### src/rtl/imem_byte_loader.sv
// imem_byte_loader: boot-time program loader for the instruction RAM.
// Receives a framed byte stream (LEN_LO, LEN_HI, payload[, CHK]) over valid/ready.
// It writes each payload byte to RAM address k, then raises core_en_o once loading is done.
// Optional feature macro: LOADER_CHECKSUM_EN adds a trailing XOR checksum byte
// that must match before the core is released.

module imem_byte_loader #(
   parameter int unsigned ADDR_W    = 8,
   parameter int unsigned MAX_BYTES = 256
) (
   input  logic              clk_i,
   input  logic              rst_i,
   input  logic [7:0]        byte_i,
   input  logic              byte_valid_i,
   output logic              byte_ready_o,
   output logic              mem_we_o,
   output logic [ADDR_W-1:0] mem_addr_o,
   output logic [7:0]        mem_wdata_o,
   output logic              core_en_o,
   output logic              busy_o,
   output logic              err_o
);

   // One bit wider than the 16-bit length field so MAX_BYTES = 65536 still compares correctly.
   localparam int unsigned CntW = 17;
   localparam logic [CntW-1:0] MaxLen = CntW'(MAX_BYTES);

   typedef enum logic [2:0] {
      StLenLo = 3'd0,
      StLenHi = 3'd1,
      StData  = 3'd2,
`ifdef LOADER_CHECKSUM_EN
      StChk   = 3'd3,
`endif
      StDone  = 3'd4,
      StError = 3'd5
   } state_e;

   state_e            state_q, state_d;
   logic [7:0]        len_lo_q, len_lo_d;
   logic [CntW-1:0]   len_q, len_d;
   logic [CntW-1:0]   cnt_q, cnt_d;
   logic              mem_we_q, mem_we_d;
   logic [ADDR_W-1:0] mem_addr_q, mem_addr_d;
   logic [7:0]        mem_wdata_q, mem_wdata_d;
   logic              core_en_q, core_en_d;
   logic              err_q, err_d;
`ifdef LOADER_CHECKSUM_EN
   logic [7:0]        xor_q, xor_d;
`endif

   logic            accept;
   logic [CntW-1:0] len_in;
   logic [CntW-1:0] cnt_inc;

   assign len_in  = {1'b0, byte_i, len_lo_q};
   assign cnt_inc = cnt_q + 1'b1;

   // Handshake and status outputs decoded from the current state only.
   always_comb begin
      byte_ready_o = (state_q != StDone) && (state_q != StError);
      busy_o       = (state_q != StLenLo) && (state_q != StDone) && (state_q != StError);
      accept       = byte_valid_i && byte_ready_o;
   end

   // Next-state logic: frame parsing, payload write generation and checksum tracking.
   always_comb begin
      state_d     = state_q;
      len_lo_d    = len_lo_q;
      len_d       = len_q;
      cnt_d       = cnt_q;
      mem_we_d    = 1'b0;
      mem_addr_d  = mem_addr_q;
      mem_wdata_d = mem_wdata_q;
      err_d       = err_q;
      // Registered off the state so the release trails the final RAM write by a cycle.
      core_en_d   = core_en_q || (state_q == StDone);
`ifdef LOADER_CHECKSUM_EN
      xor_d       = xor_q;
`endif
      if (accept) begin
         case (state_q)
            StLenLo: begin
               len_lo_d = byte_i;
               state_d  = StLenHi;
            end
            StLenHi: begin
               len_d = len_in;
               cnt_d = '0;
`ifdef LOADER_CHECKSUM_EN
               xor_d = 8'h00;
`endif
               if (len_in > MaxLen) begin
                  state_d = StError;
                  err_d   = 1'b1;
               end else if (len_in == '0) begin
`ifdef LOADER_CHECKSUM_EN
                  state_d = StChk;
`else
                  state_d = StDone;
`endif
               end else begin
                  state_d = StData;
               end
            end
            StData: begin
               mem_we_d    = 1'b1;
               mem_addr_d  = cnt_q[ADDR_W-1:0];
               mem_wdata_d = byte_i;
               cnt_d       = cnt_inc;
`ifdef LOADER_CHECKSUM_EN
               xor_d       = xor_q ^ byte_i;
               if (cnt_inc == len_q) state_d = StChk;
`else
               if (cnt_inc == len_q) state_d = StDone;
`endif
            end
`ifdef LOADER_CHECKSUM_EN
            StChk: begin
               if (byte_i == xor_q) begin
                  state_d = StDone;
               end else begin
                  state_d = StError;
                  err_d   = 1'b1;
               end
            end
`endif
            default: ;
         endcase
      end
   end

   // State and output registers with synchronous reset.
   always_ff @(posedge clk_i) begin
      if (rst_i) begin
         state_q     <= StLenLo;
         len_lo_q    <= 8'h00;
         len_q       <= '0;
         cnt_q       <= '0;
         mem_we_q    <= 1'b0;
         mem_addr_q  <= '0;
         mem_wdata_q <= 8'h00;
         core_en_q   <= 1'b0;
         err_q       <= 1'b0;
`ifdef LOADER_CHECKSUM_EN
         xor_q       <= 8'h00;
`endif
      end else begin
         state_q     <= state_d;
         len_lo_q    <= len_lo_d;
         len_q       <= len_d;
         cnt_q       <= cnt_d;
         mem_we_q    <= mem_we_d;
         mem_addr_q  <= mem_addr_d;
         mem_wdata_q <= mem_wdata_d;
         core_en_q   <= core_en_d;
         err_q       <= err_d;
`ifdef LOADER_CHECKSUM_EN
         xor_q       <= xor_d;
`endif
      end
   end

   assign mem_we_o    = mem_we_q;
   assign mem_addr_o  = mem_addr_q;
   assign mem_wdata_o = mem_wdata_q;
   assign core_en_o   = core_en_q;
   assign err_o       = err_q;

endmodule
### config.mk
export PLATFORM = sky130hd
export DESIGN_NAME = imem_byte_loader
export DESIGN_NICKNAME = d
export VERILOG_FILES = /design/src/rtl/imem_byte_loader.sv
export SDC_FILE = /design/constraint.sdc
export NUM_CORES = 1
export LEC_CHECK = 0
export BUFFER_PORTS_ARGS = -buffer_cell sky130_fd_sc_hd__buf_2
export CORE_UTILIZATION = 40
export CTS_CLUSTER_DIAMETER = 120
export CTS_CLUSTER_SIZE = 25
export DETAILED_ROUTE_END_ITERATION = 7
export SLEW_MARGIN = 30
export SYNTH_ARGS = -nofsm -noshare
export SYNTH_HDL_FRONTEND = slang
export SYNTH_SLANG_ARGS = --single-unit
### constraint.sdc
create_clock -name clk_i -period 2.7 [get_ports clk_i]
set_input_delay 0.135 -clock clk_i [delete_from_list [all_inputs] [get_ports clk_i]]
set_output_delay 0.135 -clock clk_i [all_outputs]
set_load 0.005 [all_outputs]
Word-level counts from Yosys, hierarchy flattened
Cells that the tools add are included.
{"block": "op_classes", "addsub": 1, "n_lt_le_gt_ge": 1, "n_eq_ne": 7, "muxes": 6, "bitwise": 1, "reduce_logical": 17}
{"op": "17-bit one-hot mux with 2 select lines", "n": 1}
{"op": "17-bit by 1-bit adder with 17-bit output, second input constant", "n": 1}
{"op": "17-bit by 16-bit == test with 1-bit output", "n": 1}
{"op": "17-bit zero test", "n": 1}
{"op": "16-bit by 9-bit greater-than comparator with 1-bit output, second input constant", "n": 1}
{"op": "3-bit 2-to-1 mux", "n": 3}
{"op": "3-bit one-hot mux with 3 select lines", "n": 1}
{"op": "2-bit AND reduction", "n": 4}
{"op": "3-bit inequality test, second input constant", "n": 2}
{"op": "3-bit AND reduction", "n": 2}
{"op": "3-bit nonzero test", "n": 2}
{"op": "1-bit logical AND", "n": 4}
{"op": "3-bit by 1-bit == test with 1-bit output, second input constant", "n": 1}
{"op": "3-bit by 2-bit == test with 1-bit output, second input constant", "n": 1}
{"op": "3-bit == test, second input constant", "n": 1}
{"op": "3-bit zero test", "n": 1}
{"op": "2-bit inequality test, second input constant", "n": 1}
{"op": "2-bit nonzero test", "n": 1}
{"op": "2-bit OR reduction", "n": 1}
{"op": "1-bit logical OR", "n": 1}
{"op": "1-bit 2-to-1 mux", "n": 1}
{"op": "1-bit NOT", "n": 1}
{"block": "word_totals", "regBits": 63, "in_bits": 11}

Logic depth before layout (Yosys ltp)
{"block": "logic_depth", "depth_word": 5, "ltp_mapped": 10}

Worst setup path after synthesis
Ideal clock, no wire load.
{"block": "synth_path", "path_kind": "register to register", "start": "register cnt_q[1]", "end": "register state_q[1]", "arrival_time_ns": 1.717, "required_ns": 2.571, "setup_slack_ns": 0.855, "path_stages_with_launch": 9, "synth_period_minus_slack_ns": 1.845, "cell_sequence": "dfxtp_1 ha_1 buf_4 nand4_2 nor4_1 xnor2_1 o211ai_1 nor3_1 a21oi_1"}
{"block": "synth_between", "elab_chain_len": 4}
{"element": "start: declaration", "line_no": "42", "source": "logic [CntW-1:0] cnt_q, cnt_d;"}
{"element": "start signal: assignment", "line_no": "152", "source": "cnt_q <= cnt_d;"}
{"element": "17-bit by 1-bit adder with 17-bit output", "line_no": "57", "source": "assign cnt_inc = cnt_q + 1'b1;"}
{"element": "17-bit by 16-bit == test with 1-bit output", "line_no": "115", "source": "if (cnt_inc == len_q) state_d = StDone;"}
{"element": "2-bit inequality test (no source line)"}
{"element": "3-bit AND reduction (no source line)"}
{"element": "end signal: assignment", "line_no": "136", "source": "state_q <= StLenLo;"}
{"element": "end signal: assignment", "line_no": "149", "source": "state_q <= state_d;"}
{"element": "end: declaration", "line_no": "39", "source": "state_e state_q, state_d;"}
Every way passes these cells.
A chain may end at the register's enable or synchronous reset.

Worst setup path in the final report
{"block": "layout_path", "start": "register cnt_q[0]", "end": "register state_q[1]"}
Same word-level chain as after synthesis.

==> results.json <==
{
  "status": "finished clean",
  "hp-class": "in -> reg",
  "nNetsFinal": 420,
  "r2r-end": "state_q[1]$_SDFFE_PP0P_",
  "clock_skew_ns": 0.01088,
  "synth_edf_count": 0,
  "dpl_cell_area_um2": 3272,
  "rsz0062_at_grt": "false",
  "io_buffers": 31,
  "gr-usage-met3": 0.05838,
  "grt_max_degree": 28,
  "core-area_um2": 7370,
  "ios": 32,
  "fmax_mhz": 440.0,
  "holdPathEnd": "mem_wdata_o[2]$_SDFFE_PP0P_",
  "ys_ff_latch": 63,
  "post_cts_resized": 0,
  "wirelength_um": 7530,
  "insertion_delay_ns": 0.35,
  "htreeDepth": 3,
  "cap_violations": 0,
  "area_growth_pct": 12.47,
  "start_util": 0.4221,
  "grt_pass1_vias": 2640,
  "post_cts_buffers": 0,
  "clk_pin_slew_ns": 0.08,
  "endpoint_kind": "flip-flop",
  "synth_cell_types": 55,
  "syn_area_per_cell_um2": 7.996,
  "crit_type": "reg -> reg",
  "hold_viol_final": 0,
  "drive_gt1_frac": 0.1768,
  "met1_usage": 0.2801,
  "cts_made_buffers": 9,
  "ctsLongestPathBuffers": 2,
  "cts_sinks": 63,
  "crit_arrival_ns": 2.49,
  "tns_ns": 0,
  "drtPass1Iterations": 4,
  "yosysWarnings": 0,
  "crit_required_ns": 2.92,
  "die_h_um": 90.18,
  "vias_per_cell": 5.406,
  "die_w_um": 90.18,
  "synth.cell_area_um2": 3110,
  "gr-usage-met2": 0.3073,
  "n_antenna_cell": 0,
  "cts_root_buf": "clkbuf_8",
  "setup_violations": 0,
  "ys_async_sr_fraction": 0,
  "r2r_start": "cnt_q[0]$_SDFFE_PP0P_",
  "synth_nets": 401,
  "crit_fanout": 9,
  "slew-limit-headroom": 0.6203,
  "dp_hpwl_um": 5422,
  "tightest_slew_ns": 0.5682,
  "grt_antenna_before_repair": 0,
  "fp-row-count": 31,
  "hold_depth": 3,
  "post_drt_wl_per_cell_um": 14.71,
  "netlist_instances": 389,
  "ant_nets": 0,
  "hold_ws_ns": 0.04620,
  "gp_congestion": 0.9093,
  "fin_crit_sh": 0.8418,
  "hold_buffers": 0,
  "overflow": 0,
  "leakage_nw": 1.309,
  "via_count": 2768,
  "reg2reg_slack_ns": 0.43,
  "start_kind": "flip-flop",
  "synth_flop_cell": "dfxtp_1",
  "grt_pass1_wl_um": 13180,
  "drt_drc_violations_left": 0,
  "vdd_ir_drop_max_mv": 0.3363,
  "maxSlewViolCount": 0,
  "design_area_um2": 3498,
  "r2r_cells": 7,
  "ys_seq_area_frac": 0.4055,
  "period_minus_slack_ns": 2.273,
  "power.density_nw_per_um2": 582.8,
  "grt.busiest_layer": "met2",
  "cts_tree": "yes",
  "dieArea_um2": 8132,
  "drt_iter0_drc": 134,
  "grt.total_usage": 0.2031,
  "min_from": "byte_i[2]"
}
## placed cells by master, fill, tap and decap left out, drive strengths merged, types with 7 or more instances in the layout
cell type / count
nand3: 10
inv: 7
o21ai: 15
nor2: 19
nand4: 8
clkbuf: 9
dfxtp: 63
nor3: 8
a21oi: 55
xnor2: 18
buf: 38
xor2: 7
nand2: 94
## report_power, final
part | switching (mW) | internal [mW] | leakage (nW)
Combinational | 0.0794 | 0.0488 | 0.688
Sequential | 0.0183 | 0.947 | 0.510
Clock | 0.414 | 0.531 | 0.111
## flip-flops by register name, indices dropped and copies added, names as in the netlist
register,cells
len_q,16
mem_we_o,1
core_en_o,1
mem_wdata_o,8
err_o,1
mem_addr_o,8
len_lo_q,8
state_q,3
cnt_q,17
## worst max path at each step
stage	end	startpoint	slack, ns
2_1_floorplan	state_q[1]$_SDFFE_PP0P_	cnt_q[1]$_SDFFE_PP0P_	0.85
3_3_place_gp	state_q[1]$_SDFFE_PP0P_	cnt_q[0]$_SDFFE_PP0P_	0.56
3_5_place_dp	state_q[1]$_SDFFE_PP0P_	cnt_q[0]$_SDFFE_PP0P_	0.47
4_1_cts	state_q[1]$_SDFFE_PP0P_	cnt_q[0]$_SDFFE_PP0P_	0.45
5_1_grt	state_q[1]$_SDFFE_PP0P_	cnt_q[0]$_SDFFE_PP0P_	0.13
6_report	state_q[1]$_SDFFE_PP0P_	cnt_q[0]$_SDFFE_PP0P_	0.43
## final cells by class
class	instances	area (µm²)
Timing Repair Buffer	38	207.7
Tap cell	99	123.9
Clock inverter	7	102.6
Clock buffer	9	123.9
Sequential cell	63	1261
Inverter	5	20.02
Fill cell	764	3871
Multi-Input combinational cell	291	1659
## cells in the mapped netlist (2+ instances only)
library cell / count / area (µm²)
buf_4: 7 / 52.55
xnor2_1: 17 / 148.9
nor4_1: 2 / 12.51
nand4_2: 2 / 25.02
nand4_1: 6 / 37.54
o31ai_1: 4 / 30.03
nand3_1: 9 / 45.04
nor3_1: 7 / 35.03
and2_1: 4 / 25.02
buf_2: 12 / 60.06
a31oi_1: 5 / 31.28
inv_1: 4 / 15.01
clkbuf_1: 8 / 30.03
o21ai_1: 7 / 35.03
nor4_2: 4 / 50.05
and3_1: 3 / 18.77
buf_6: 2 / 22.52
nand2b_1: 3 / 18.77
dfxtp_1: 63 / 1261
a21o_1: 4 / 30.03
nand2_1: 93 / 349.1
and4_1: 3 / 26.28
o211ai_1: 2 / 15.01
nor2_4: 2 / 22.52
nor3b_2: 2 / 25.02
a211oi_1: 2 / 15.01
o21ai_0: 8 / 40.04
xor2_1: 7 / 61.31
nor2_1: 17 / 63.81
a21oi_1: 55 / 275.3
## worst max-delay path, stage by stage, from the launching register on
cell and delay (ns):
dfxtp_1 0.49, ha_1 0.40, nand4_2 0.22, nor2_4 0.21
and3_4 0.23, xnor2_1 0.09, nor4_2 0.40, a21oi_1 0.11
## cells by family after synthesis
group                    count (synthesis)  share of synthesized area
AO/OA/AOI/OAI                           97                     0.1826
adder cells (fa/ha/maj)                  1                   0.004022
AND/OR/NAND/NOR                        167                     0.2707
flip-flops                              63                     0.4055
multiplexers                             1                   0.003218
XOR/XNOR                                25                    0.07281
buffers and inverters                   35                    0.06114
## routing by layer
metal,routed length [µm],up-vias
met5,0,-
met4,87,0
met3,383,9
met2,3413,82
met1,3645,1296
li1,-,1381
## stage by stage
step           std cells    util  total power, mW  setup WS [ns]
3_5_place_dp         496  0.4440            1.116         0.4675
4_1_cts              512  0.4747            2.060         0.4485
3_3_place_gp         496  0.4440            1.113         0.5595
6_report             512  0.4747            2.039         0.4270
2_1_floorplan        389       -            1.072         0.8548
5_1_grt              512  0.4747            2.124         0.1347
Power figures use the tool's default switching activity.
